--- src/rtl/shift_add_multiplier_if.sv ---
// Handshake/data bundle between the control logic and the shift-add multiplier.
interface shift_add_multiplier_if #(
    parameter int nBit = 8
);
    logic              start;
    logic [nBit-1:0]   A;
    logic [nBit-1:0]   B;
    logic              busy;
    logic              done;
    logic [2*nBit-1:0] product;

    // Control side: issues requests, observes status and result.
    modport master (
        output start, A, B,
        input  busy, done, product
    );

    // Multiplier side: accepts requests, reports status and result.
    modport slave (
        input  start, A, B,
        output busy, done, product
    );
endinterface

--- src/rtl/shift_add_multiplier.sv ---
// Sequential unsigned multiplier: one multiplier bit per clock, fixed nBit-cycle
// latency, start/busy/done handshake, registered product held between operations.
module shift_add_multiplier #(
    parameter int nBit = 8
) (
    input  logic                  clk,
    input  logic                  rst,
    shift_add_multiplier_if.slave bus
);
    localparam int PW = 2 * nBit;
    localparam int CW = $clog2(nBit) + 1;
    localparam logic [CW-1:0] LAST = CW'(nBit - 1);

    typedef enum logic [1:0] {
        IDLE = 2'd0,
        CALC = 2'd1,
        DONE = 2'd2
    } state_t;

    state_t            state;
    logic [PW-1:0]     mcand;
    logic [nBit-1:0]   mplier;
    logic [PW-1:0]     acc;
    logic [CW-1:0]     count;
    logic              busy_q;
    logic              done_q;
    logic [PW-1:0]     product_q;
    logic [PW-1:0]     acc_next;

    // Accumulator value after this cycle's conditional add; the add cannot
    // overflow because acc never exceeds (2^nBit-1)^2.
    always_comb begin
        acc_next = acc;
        if (mplier[0])
            acc_next = acc + mcand;
    end

    // Control FSM plus datapath registers; all outputs come straight from flops.
    always_ff @(posedge clk) begin
        if (rst) begin
            state     <= IDLE;
            mcand     <= '0;
            mplier    <= '0;
            acc       <= '0;
            count     <= '0;
            busy_q    <= 1'b0;
            done_q    <= 1'b0;
            product_q <= '0;
        end else begin
            case (state)
                IDLE: begin
                    if (bus.start) begin
                        mcand  <= PW'(bus.A);
                        mplier <= bus.B;
                        acc    <= '0;
                        count  <= '0;
                        busy_q <= 1'b1;
                        state  <= CALC;
                    end
                end
                CALC: begin
                    acc    <= acc_next;
                    mcand  <= mcand << 1;
                    mplier <= mplier >> 1;
                    count  <= count + CW'(1);
                    // Last iteration: publish the sum including this edge's add.
                    if (count == LAST) begin
                        product_q <= acc_next;
                        busy_q    <= 1'b0;
                        done_q    <= 1'b1;
                        state     <= DONE;
                    end
                end
                DONE: begin
                    // start is not queued here; the caller retries in IDLE.
                    done_q <= 1'b0;
                    state  <= IDLE;
                end
                default: begin
                    busy_q <= 1'b0;
                    done_q <= 1'b0;
                    state  <= IDLE;
                end
            endcase
        end
    end

    assign bus.busy    = busy_q;
    assign bus.done    = done_q;
    assign bus.product = product_q;
endmodule

--- src/flat_wrapper.sv ---
// flat-port wrapper written by rule: the top's interface ports become plain ports
module shift_add_multiplier_flat 
#(
    parameter int nBit = 8
)
  (clk, rst, bus_start, bus_A, bus_B, bus_busy, bus_done, bus_product);
  shift_add_multiplier_if #(.nBit(nBit)) bus_i ();
  input  logic clk;
  input  logic rst;
  input wire logic [$bits(bus_i.start)-1:0] bus_start;
  input wire logic [$bits(bus_i.A)-1:0] bus_A;
  input wire logic [$bits(bus_i.B)-1:0] bus_B;
  output wire logic [$bits(bus_i.busy)-1:0] bus_busy;
  output wire logic [$bits(bus_i.done)-1:0] bus_done;
  output wire logic [$bits(bus_i.product)-1:0] bus_product;
  assign bus_i.start = bus_start;
  assign bus_i.A = bus_A;
  assign bus_i.B = bus_B;
  assign bus_busy = bus_i.busy;
  assign bus_done = bus_i.done;
  assign bus_product = bus_i.product;
  shift_add_multiplier #(.nBit(nBit)) u_core (.clk(clk), .rst(rst), .bus(bus_i));
endmodule
--- config.mk ---
export PLATFORM = sky130hd
export DESIGN_NAME = shift_add_multiplier_flat
export DESIGN_NICKNAME = d
export VERILOG_FILES = /design/src/rtl/shift_add_multiplier_if.sv /design/src/rtl/shift_add_multiplier.sv /design/src/flat_wrapper.sv
export SDC_FILE = /design/constraint.sdc
export NUM_CORES = 1
export LEC_CHECK = 0
export CORE_ASPECT_RATIO = 1.2
export CORE_MARGIN = 2
export CORE_UTILIZATION = 55
export DETAILED_ROUTE_END_ITERATION = 10
export DONT_BUFFER_PORTS = 1
export PLACE_DENSITY = 0.72
export RECOVER_POWER = 25
export SLEW_MARGIN = 10
export SYNTH_ARGS = -nofsm -noshare
export SYNTH_HDL_FRONTEND = slang
export SYNTH_SLANG_ARGS = --single-unit
export TNS_END_PERCENT = 10
--- constraint.sdc ---
create_clock -name clk -period 2.4 [get_ports clk]
set_input_delay 0.72 -clock clk [delete_from_list [all_inputs] [get_ports clk]]
set_output_delay 0.72 -clock clk [all_outputs]
set_load 0.1 [all_outputs]
# Word level (Yosys, flattened, before mapping)
# Cells that the tools add are included.
# op_classes
bitwise_logic	2
shift	0
order_cmp	0
n_eq_ne	5
mux	17
n_reduce_logical	7
n_mul	0
addsub	2
div	0
# ops
cell	count
$pmux W16 S2	2
$mux W16	3
$add A16 B16 Y16	1
$pmux W8 S2	1
$mux W8	1
$pmux W4 S2	1
$reduce_and A2 Y1	4
$add A4 B1 Y4 const B	1
$eq A4 B3 Y1 const B	1
$mux W2	2
$mux W4	1
$pmux W2 S2	1
$mux W1	3
$pmux W1 S3	1
$reduce_and A3 Y1	1
$eq A2 B1 Y1 const B	1
$eq A2 B2 Y1 const B	1
$logic_not A2 Y1	1
$ne A2 B1 Y1 const B	1
$ne A2 B2 Y1 const B	1
$not A1 Y1	2
$pmux W1 S2	1
$reduce_bool A2 Y1	1
# totals
elab_cells	41
latchBits	0
mem_bits_rw	0
inputBits	19
register_bits	64
output_inout_bits	18
memories	0
mem_bits_ro	0

# Longest topological paths before layout
# logic_depth
word_depth	3
depth_mapped	8
mapped_depth_nobuf	8

# Worst setup path before layout
# OpenSTA, ideal clock, no wires.
# synth_timing
kind	register -> register
start	register u_core.acc[0]
end	register u_core.product_q[12], in the netlist u_core.bus.product[12]
period_less_slack_ps	2181
arrival_ps	2092
setup_time_ps	88
stages_incl_launch_ff	9
n_path_buf	0
setup_slack_ps	219
t_required_ps	2312
cell_sequence	dfxtp_1 > ha_1 > fa_1 > a21o_2 > a221oi_2 > o211ai_1 > nand3_1 > nand3b_1 > a311oi_2
# synth_via
elab_chain_len	2
# synth_lines
element	line_no	rtl
start: declaration	shift_add_multiplier.sv:23	logic [PW-1:0] acc;
start signal: assignment	shift_add_multiplier.sv:62	acc <= acc_next;
$add A16 B16 Y16	shift_add_multiplier.sv:35	acc_next = acc + mcand;
$mux W16	shift_add_multiplier.sv:34	if (mplier[0])
end signal: assignment	shift_add_multiplier.sv:68	product_q <= acc_next;
end: declaration	shift_add_multiplier.sv:27	logic [PW-1:0] product_q;
# Every way passes these cells.
# A chain may end at the register's enable or synchronous reset.

# Worst setup path in the final report
# layout_timing
start	register u_core.acc[0]
end	register u_core.product_q[10], in the netlist u_core.bus.product[10]
# The elaborated chain is that of the path after synthesis.

==> flow_metrics.env <==
export IMPL_die_h_um=88.6
export IMPL_critPathArrivalTime_ps=2520
export IMPL_synth_simple_gate_area_frac=0.193
export IMPL_placed_cells=474
export IMPL_fin_crit_sh=0.941
export IMPL_ys_ff_latch=64
export IMPL_clock_path_buffers=2
export IMPL_synth_edf_count=0
export IMPL_stdcell_count=492
export IMPL_synth_distinct_cells=49
export IMPL_maxCapViolCount=0
export IMPL_num_rows=30
export IMPL_coreArea_um2=5710
export IMPL_rsz0062_at_grt="no"
export IMPL_cts_tree="yes"
export IMPL_n_antenna_cell=0
export IMPL_slew_headroom=0.427
export IMPL_io_pins=37
export IMPL_synth_area_mux_share=0.0370
export IMPL_p_leak_nw=1.53
export IMPL_grt_overflow=0
export IMPL_clk_latency_ps=340
export IMPL_netlist_top_cells_area="dfxtp_1, ha_1, nor2_1"
export IMPL_synth_commonest_cells="dfxtp_1, nor2_1, nand2_1, a21oi_1, o21ai_0"
export IMPL_wl_per_cell_um=15.3
export IMPL_finalWorstSetupSlack_ps=142
export IMPL_htreeDepth=3
export IMPL_grt_pass1_vias=2679
export IMPL_cp_start_kind="flip-flop"
export IMPL_worst_setup_path_end_kind="flip-flop"
export IMPL_crit_fanout=5
export IMPL_dp_hpwl_mm=5.37
export IMPL_ir_drop_mv=0.513
export IMPL_drt_wl_total_mm=7.51
export IMPL_synthAdderAreaFrac=0.0671
export IMPL_fmax_ghz=0.443
export IMPL_path_clk_slew_ps=70
export IMPL_grt_pass1_wl_mm=12.4
export IMPL_gp_congestion=0.889
export IMPL_tightest_slew_ps=854
export IMPL_cts_sinks=64
export IMPL_synth_most_common_cell="dfxtp_1"
export IMPL_port_buffers=0
export IMPL_fp_dieW_um=74.5
export IMPL_fin_crit_ps=2260
export IMPL_yosysWarnings=0
export IMPL_yosys_area_top_type="dfxtp_1"
export IMPL_report_power_total_mw=2.19
export IMPL_grt_start_max_net_pins=36
export IMPL_initial_utilization=0.575
export IMPL_vias=2886
export IMPL_synth_top_family_by_area="compound AO/OA/AOI/OAI gates"
export IMPL_postCtsHoldBufs=0
export IMPL_cp_data_required_time_ps=2660
export IMPL_detail_route_antenna_nets=0
export IMPL_nNetsFinal=443
export IMPL_first_pass_iters=5
export IMPL_root_buffer="clkbuf_8"
export IMPL_outcome="completed"
export IMPL_synthFlopType="dfxtp_1"
export IMPL_async_reset_ff_frac=0
export IMPL_setup_viol=0
export IMPL_power_density_nw_per_um2=590
export IMPL_cts_made_buffers=9
export IMPL_clock_skew_ps=5.04
export IMPL_drive_gt1_frac=0.136
export IMPL_hold_violations=0
export IMPL_synth_compound_area_frac=0.243
export IMPL_hold_class="in2reg"
export IMPL_slew_viol_final=0
export IMPL_worstSetupPathType="reg2reg"
export IMPL_area_growth_pct=13.3
export IMPL_synth_area_um2=3280
export IMPL_track_usage=0.247
export IMPL_fin_setup_tns_ps=0
export IMPL_yosysSeqAreaShare=0.391
export IMPL_die_area_um2=6600
export IMPL_via_per_inst=5.87
export IMPL_syn_inst=387
export IMPL_drt_iter0_markers=141
export IMPL_synth_area_per_cell_um2=8.47
export IMPL_preCtsSetupSlack_ps=161
export IMPL_antenna_found_initial=0
export IMPL_drc=0
export IMPL_synth_xor_area_share=0.0294
export IMPL_final_util=0.651
export IMPL_netlist_area_leader_share=0.391
export IMPL_synth_nets=423
## per-stage QoR
stage	hold WS [ps]	area (um^2)
2_1_floorplan	435	3280
3_3_place_gp	445	3530
3_5_place_dp	464	3530
4_1_cts	427	3720
5_1_grt	425	3720
6_report	437	3720
## worst paths after layout
path | cells after the start | to | startpoint | slack, ps
worst max-delay path | 9 | u_core.bus.product[10]$_SDFFE_PP0P_ | u_core.acc[0]$_SDFFE_PP0P_ | 140
worst min-delay path | 1 | u_core.count[3]$_SDFFE_PP0P_ | rst | 440
worst max register to register | 9 | u_core.bus.product[10]$_SDFFE_PP0P_ | u_core.acc[0]$_SDFFE_PP0P_ | 140
worst min register to register | 2 | u_core.acc[14]$_SDFFE_PP0P_ | u_core.acc[14]$_SDFFE_PP0P_ | 470
## layout by cell type, fill, tap and decap left out, types with 2 or more instances in the layout
master	Yosys	final
a21o_1	5	5
xor2_1	5	5
xnor2_1	6	6
or3_1	3	3
ha_1	16	16
o21ai_1	6	6
nand2b_1	4	4
a31oi_1	4	4
o211ai_1	4	4
nor2b_1	9	9
a311oi_1	2	2
clkinv_2	0	3
nand3_1	6	6
o22ai_1	2	2
nand3b_1	4	4
nor3_1	14	14
nand2_1	30	30
clkinvlp_4	0	2
a211oi_1	11	11
a22o_1	18	18
o21a_1	2	2
o21ai_0	19	19
clkbuf_8	0	9
mux2i_1	11	11
a21oi_1	29	29
nor2_1	51	51
clkbuf_1	13	3
and3_1	5	5
dfxtp_1	64	64
inv_1	9	9
clkbuf_2	0	4
buf_4	1	25
or2_2	2	2
a222oi_1	5	5
## critical path, stage by stage (launching register included)
cell and delay, ps:
dfxtp_1 330, ha_1 250, fa_2 360, a21o_2 210
a221oi_2 210, buf_4 180, o21ai_1 90, xor2_1 210
mux2i_1 110, a211oi_1 210
## report_power, final
part | total [mW] | switching, mW | internal [mW]
Sequential | 1.12 | 0.0269 | 1.09
Clock | 0.885 | 0.412 | 0.473
Combinational | 0.190 | 0.114 | 0.0762
Total | 2.19 | 0.553 | 1.64
## area by class of cell
class / instances / area (um^2)
Clock inverter: 6 / 60.1
Tap cell: 80 / 100
Clock buffer: 10 / 128
Timing Repair Buffer: 32 / 235
Fill cell: 528 / 1990
Multi-Input combinational cell: 291 / 1880
Inverter: 9 / 33.8
Sequential cell: 64 / 1280
## per-layer routing
layer  vias to the layer above  wire length [um]  global-route usage
met4                         0               150               0.101
met1                      1370              3340               0.309
met2                        60              3630               0.406
met5                         -                 0                   0
li1                       1445                 -                   -
met3                        11               394              0.0615
## logic make-up after synthesis
| family | Yosys count |
|---|---|
| compound gates | 116 |
| xor+xnor | 11 |
| fa+ha+maj | 17 |
| buf+inv | 32 |
| flops | 64 |
| mux | 12 |
| simple gates | 135 |
## state kept, by name (all words and copies together) (netlist names)
signal and cells:
u_core.bus.done 1, u_core.bus.product 16, u_core.count 4, u_core.mplier 8
u_core.state 2, u_core.acc 16, u_core.mcand 16, u_core.bus.busy 1
## what timing repair did
item	4_1_cts	5_1_grt
endpoints found under the setup margin	0	2
setup buffers	0	2
gates resized for setup	0	1
Power figures use the tool's default switching activity.
